**src/rtl/loader_pkg.sv**
```systemverilog
// Shared types and constants for the instruction memory loader.
package loader_pkg;

    // Loader phases: length byte, payload bytes, checksum byte, then a terminal outcome
    typedef enum logic [2:0] {
        ST_LEN  = 3'd0,
        ST_DATA = 3'd1,
        ST_CHK  = 3'd2,
        ST_RUN  = 3'd3,
        ST_ERR  = 3'd4
    } state_t;

    // Length byte value that encodes a full 256-byte frame
    localparam int unsigned LEN_FULL = 0;

    // Width of the wrapping payload checksum accumulator
    localparam int unsigned CHK_W = 8;

endpackage

```
**src/rtl/imem_loader.sv**
```systemverilog
// Framed byte-stream loader for the 256 x 8 instruction memory; holds the CPU
// in reset until a frame with a good checksum has been written.
module imem_loader
    import loader_pkg::*;
#(
    parameter int unsigned ADDR_W = 8,
    parameter int unsigned DATA_W = 8
) (
    input  logic              clk,
    input  logic              reset,
    input  logic              s_valid,
    input  logic [DATA_W-1:0] s_data,
    output logic              s_ready,
    input  logic              restart,
    output logic              mem_we,
    output logic [ADDR_W-1:0] mem_addr,
    output logic [DATA_W-1:0] mem_wdata,
    output logic              cpu_hold,
    output logic              done,
    output logic              err
);

    localparam int unsigned CNT_W = ADDR_W + 1;

    state_t              state, state_n;
    logic [CNT_W-1:0]    cnt, cnt_n;
    logic [CHK_W-1:0]    sum, sum_n;
    logic [ADDR_W-1:0]   ptr, ptr_n;

    logic                ready_n;
    logic                we_n;
    logic [ADDR_W-1:0]   addr_n;
    logic [DATA_W-1:0]   wdata_n;
    logic                hold_n;
    logic                done_n;
    logic                err_n;

    logic                hs;

    assign hs = s_valid && s_ready;

    // State, counters and registered outputs
    always_ff @(posedge clk or posedge reset) begin
        if (reset) begin
            state     <= ST_LEN;
            cnt       <= '0;
            sum       <= '0;
            ptr       <= '0;
            s_ready   <= 1'b1;
            mem_we    <= 1'b0;
            mem_addr  <= '0;
            mem_wdata <= '0;
            cpu_hold  <= 1'b1;
            done      <= 1'b0;
            err       <= 1'b0;
        end else begin
            state     <= state_n;
            cnt       <= cnt_n;
            sum       <= sum_n;
            ptr       <= ptr_n;
            s_ready   <= ready_n;
            mem_we    <= we_n;
            mem_addr  <= addr_n;
            mem_wdata <= wdata_n;
            cpu_hold  <= hold_n;
            done      <= done_n;
            err       <= err_n;
        end
    end

    // Next-state and next-output decode; restart overrides any handshake
    always_comb begin
        state_n = state;
        cnt_n   = cnt;
        sum_n   = sum;
        ptr_n   = ptr;
        we_n    = 1'b0;
        addr_n  = mem_addr;
        wdata_n = mem_wdata;
        hold_n  = cpu_hold;
        done_n  = 1'b0;
        err_n   = err;

        if (restart) begin
            state_n = ST_LEN;
            sum_n   = '0;
            ptr_n   = '0;
            hold_n  = 1'b1;
            err_n   = 1'b0;
        end else begin
            unique case (state)
                ST_LEN: begin
                    if (hs) begin
                        cnt_n   = (s_data == DATA_W'(LEN_FULL)) ? CNT_W'(1 << ADDR_W)
                                                                 : CNT_W'(s_data);
                        sum_n   = '0;
                        ptr_n   = '0;
                        state_n = ST_DATA;
                    end
                end
                ST_DATA: begin
                    if (hs) begin
                        sum_n   = CHK_W'(sum + CHK_W'(s_data));
                        we_n    = 1'b1;
                        addr_n  = ptr;
                        wdata_n = s_data;
                        ptr_n   = ADDR_W'(ptr + ADDR_W'(1));
                        cnt_n   = CNT_W'(cnt - CNT_W'(1));
                        if (cnt == CNT_W'(1)) begin
                            state_n = ST_CHK;
                        end
                    end
                end
                ST_CHK: begin
                    if (hs) begin
                        if (CHK_W'(sum + CHK_W'(s_data)) == '0) begin
                            state_n = ST_RUN;
                            done_n  = 1'b1;
                            hold_n  = 1'b0;
                        end else begin
                            state_n = ST_ERR;
                            err_n   = 1'b1;
                        end
                    end
                end
                ST_RUN: begin
                end
                ST_ERR: begin
                end
                default: begin
                    state_n = ST_LEN;
                end
            endcase
        end

        ready_n = (state_n == ST_LEN) || (state_n == ST_DATA) || (state_n == ST_CHK);
    end

endmodule

```
**config.mk**
```make
export PLATFORM = sky130hd
export DESIGN_NAME = imem_loader
export DESIGN_NICKNAME = d
export VERILOG_FILES = /design/src/rtl/loader_pkg.sv /design/src/rtl/imem_loader.sv
export SDC_FILE = /design/constraint.sdc
export NUM_CORES = 1
export LEC_CHECK = 0
export BUFFER_PORTS_ARGS = -buffer_cell sky130_fd_sc_hd__buf_4
export CORE_ASPECT_RATIO = 1.75
export CORE_MARGIN = 4
export CORE_UTILIZATION = 42
export CTS_CLUSTER_SIZE = 30
export DETAILED_ROUTE_END_ITERATION = 10
export PLACE_DENSITY = 0.62
export SKIP_CTS_REPAIR_TIMING = 1
export SLEW_MARGIN = 5
export SYNTH_ARGS = -nofsm -noshare
export SYNTH_HDL_FRONTEND = slang
export SYNTH_SLANG_ARGS = --single-unit
```
**constraint.sdc**
```tcl
create_clock -name clk -period 2.9 [get_ports clk]
set_input_delay 0 -clock clk [delete_from_list [all_inputs] [get_ports clk]]
set_output_delay 0 -clock clk [all_outputs]
set_load 0.02 [all_outputs]
```
After elaboration in Yosys (flattened, before gate mapping)
Index checks and enable logic that the tools add are counted.

Output and inout port bits: 21. Flip-flop bits (word level): 49.

Reduce and logical (&&, ||, !) cells: 18. Equality and inequality tests: 12. Bitwise gates (word level): 1. Multiplexer cells: 33. $add $sub $neg: 3.

Operators by type and width (number): $mux 8 (5); $pmux 8 s2 (2); $mux 9 (3); $mux 3 (6); $pmux 9 s2 (1); $logic_not 8->1 (2); $mux 1 (15); $pmux 3 s4 (1); $reduce_and 3->1 (4); $eq 3x2->1 const B (3); $eq 9x1->1 const B (1); $sub 9x1->9 const B (1); $add 8x1->8 const B (1); $add 8x8->8 (1); $reduce_bool 2->1 (4); $eq 3x1->1 const B (2); $logic_not 3->1 (2); $ne 2x2->1 const B (3); $ne 3x3->1 const B (2); $reduce_and 4->1 (1); $eq 3x3->1 const B (1); $reduce_bool 3->1 (1); $logic_or 1x1->1 (2); $reduce_or 2->1 (1); 2 further kinds (2).

Depth between registers and ports, before layout
Depth after elaboration: 9. Gate-level depth with buffers: 7. Depth with buffers taken out: 7.

Worst setup path after synthesis
OpenSTA, ideal clock, no wires.

Path kind: register to register. From: reg sum[0]. To: reg cpu_hold. Stages on the path, launching flop included: 8. Buffers on the path: 0. Arrival time: 2.265 ns. Path slack: 0.555 ns. Required time: 2.820 ns. Period minus slack after synthesis: 2.345 ns. Cell sequence: dfrtp_1 ha_1 fa_1 a211o_1 a21oi_1 o221ai_1 or4_4 o22a_1.

Cells in the longest elaborated chain, start to end: 4.

RTL lines: from (decl) (RTL line imem_loader.sv:27) `logic [CHK_W-1:0] sum, sum_n;`; from (signal assigned) (RTL line imem_loader.sv:59) `sum <= sum_n;`; $add 8x8->8 (RTL line imem_loader.sv:116) `if (CHK_W'(sum + CHK_W'(s_data)) == '0) begin`; $logic_not 8->1 (RTL line imem_loader.sv:116); $reduce_bool 2->1 (no source line); $reduce_and 3->1 (no source line); to (signal assigned) (RTL line imem_loader.sv:65) `cpu_hold <= hold_n;`; to (decl) (RTL line imem_loader.sv:18) `output logic cpu_hold,`.

No other way between the ends. A chain may end at the register's enable or synchronous reset.

Final worst setup path
From: in s_data[0]. To: reg cpu_hold.

Cells in the longest elaborated chain, start to end: 4.

RTL lines: from (decl) (RTL line imem_loader.sv:12) `input logic [DATA_W-1:0] s_data,`; $add 8x8->8 (RTL line imem_loader.sv:116); $logic_not 8->1 (RTL line imem_loader.sv:116); $reduce_bool 2->1 (no source line); $reduce_and 3->1 (no source line).

No other way between the ends.

==> impl_metrics.ini <==
[outcome]
outcome = finished, final reports clean

[detailed_routing]
drtIter0Drc = 170
vias = 2164
drc = 0
postRouteAntennaNets = 0
wl_per_cell_um = 15.7
via_per_inst = 5.44
drt-total-wl_um = 6230
drtPass1Iterations = 4

[worst_setup_path]
r2r_end = cpu_hold$_DFFE_PP1P_
worstSetupEndpointType = flip-flop
slowest_stage = or4_4
critical_path_arrival_ns = 2.81
crit_chain = dlygate4sd3_1, buf_4, ha_1, fa_1, a211o_1, a21oi_1, o221ai_1, or4_4, o22a_1
worstPathRequired_ns = 3.14
r2r-start = sum[0]$_DFFE_PP0P_
max_stage_delay_ns = 0.55
r2r_cells = 7
path_max_fanout = 4
path_class = input port to flip-flop
startpoint_type = input port
r2r_slack_ns = 0.35

[placement]
portBuffers = 32
dp_hpwl_um = 4460
post-place-cells = 380
place.gp.congestion = 0.879

[power]
p_leak_nw = 1.45
cellPowerDensity_mw_per_mm2 = 518
p_total_mw = 1.60
ir_worst_vdd_v = 0.000488

[die]
rows = 37
dieHeight_um = 111
io_pins = 33
core_area_sq_mm = 0.00588
fp.dieW_um = 66.7
die_area_sq_mm = 0.00739
start_util_pct = 43.1

[min_path]
hp-class = input port to flip-flop
hp-start = s_valid
min_path_cells = 5
hold-path-endpoint = state[0]$_DFF_PP0_

[cts]
clkTransAtPathRegs_ns = 0.10
clk_latency_ns = 0.30
htree_levels = 2
cts_sinks = 49
cts_tree = yes
clock_path_buffers = 2
cts_inserted_buffers = 5
cts-root-buf = clkbuf_8

[logic_synthesis]
ys.flop_type = dfrtp_1
synth_edf_count = 0
synth_area_leaders = dfrtp_1, nand2_1, ha_1, o21ai_0, a22o_1
ys_seq_elements = 49
seq_area_frac_synth_pct = 48.5
syn_area_per_cell_sq_um = 9.21
ys_warn_count = 0
synth_cell_types = 46
post_synth_inst_count = 275
synth_fp_nets = 298
synth_top_area_share_pct = 46.4
synth.largest_area_cell = dfrtp_1
async_reset_ff_share_pct = 100
syn-cell-area_sq_mm = 0.00253

[timing]
finalSetupTns_ns = 0
fin_crit_sh_pct = 88.5
worst_pin_slew_ns = 0.685
setup_viol = 0
skew_ns = 0.00476
fmax_ghz = 0.389
rsz0062_at_grt = false
period_minus_slack_ns = 2.57
hold_slack_ns = 0.118
slew_headroom_pct = 54.3
finalHoldViolCount = 0
slew_violations = 0

[global_routing]
antenna_found_initial = 0
grt_pass1_wl_um = 10800
grt_max_degree = 34
overflow = 0
grt_usage_pct = 18.6
grt_pass1_vias = 2216

[cells_and_area]
stdcell_count = 398
diodes = 0
fin_nets = 342
drive_gt1_share_pct = 17.2
layout_common_cells = nand2_1, dfrtp_1, buf_4, o21ai_0, nor2_1
final_util_pct = 52.4
final_common_cell = nand2_1
areaGrowthSynthToFinish_pct = 21.6

[run]
maxCapViolations = 0
-- sequential cells by signal (all words and copies together) (netlist names) --
register   cells
cnt            9
cpu_hold       1
done           1
err            1
mem_addr       8
mem_wdata      8
mem_we         1
ptr            8
s_ready        1
state          3
sum            8
-- cells by family after synthesis --
| family | Yosys count | synth area share [%] |
|---|---|---|
| simple gates | 126 | 23.3 |
| compound gates | 67 | 17.9 |
| flops | 49 | 48.5 |
| buf+inv | 16 | 2.47 |
| fa+ha+maj | 11 | 5.73 |
| xor+xnor | 6 | 2.08 |
-- per-layer routing --
layer | wire length, um | vias up | global-route usage, %
li1 | - | 1058 | -
met1 | 2550 | 1056 | 22.4
met2 | 3360 | 38 | 32.9
met3 | 187 | 12 | 2.84
met4 | 131 | 0 | 5.97
met5 | 0 | - | 0
-- critical path, delay by kind of cell --
| kind | cells | cell delay [ns] |
|---|---|---|
| buffers and inverters | 2 | 0.70 |
| adders and majority gates | 2 | 0.68 |
| and+or+nand+nor | 1 | 0.55 |
| AOI/OAI and AO/OA | 4 | 0.89 |
-- layout make-up --
class | instances | area, sq um
sequential | 49 | 1230
fill | 587 | 2800
clock buffer | 5 | 68.8
tap | 78 | 97.6
clock inverter | 3 | 46.3
inverter | 7 | 26.3
multi-input combinational | 210 | 1240
timing repair buffer | 46 | 370
-- synth_stat cells (2+ instances only) --
master,count
o2bb2ai_1,4
buf_2,2
nor3_1,5
a21oi_1,12
clkbuf_1,7
nand2b_1,3
nor3b_1,4
or3_4,2
o21ai_0,25
nand3_1,8
dfrtp_1,47
nor2b_1,2
ha_1,10
o31ai_1,3
nor4_1,6
o211ai_1,4
xor2_1,5
nor2_1,13
a22o_1,7
inv_1,6
dfstp_2,2
nand2_1,72
or3_1,3
-- report_power, final --
| part | switching [mW] | internal [mW] | total, mW |
|---|---|---|---|
| clock network | 0.245 | 0.259 | 0.503 |
| logic | 0.189 | 0.127 | 0.316 |
| registers | 0.0389 | 0.737 | 0.776 |
| total | 0.473 | 1.12 | 1.60 |
-- stage by stage --
stage	instance area (sq um)	worst slack [ns]
after floorplan	2530	0.555
after global placement	2860	0.435
after detailed placement	2860	0.372
after CTS	2980	0.339
after global routing	3080	0.215
final	3080	0.332
-- worst max-delay path by stage --
stage,start,endpoint,cells past startpoint
floorplan,sum[0]$_DFFE_PP0P_,cpu_hold$_DFFE_PP1P_,7
global placement,sum[0]$_DFFE_PP0P_,cpu_hold$_DFFE_PP1P_,7
detailed placement,sum[0]$_DFFE_PP0P_,cpu_hold$_DFFE_PP1P_,7
CTS,sum[0]$_DFFE_PP0P_,cpu_hold$_DFFE_PP1P_,7
global route,s_data[0],state[0]$_DFF_PP0_,9
finish,s_data[0],cpu_hold$_DFFE_PP1P_,9
No activity file was read; power rests on OpenSTA's default activity.
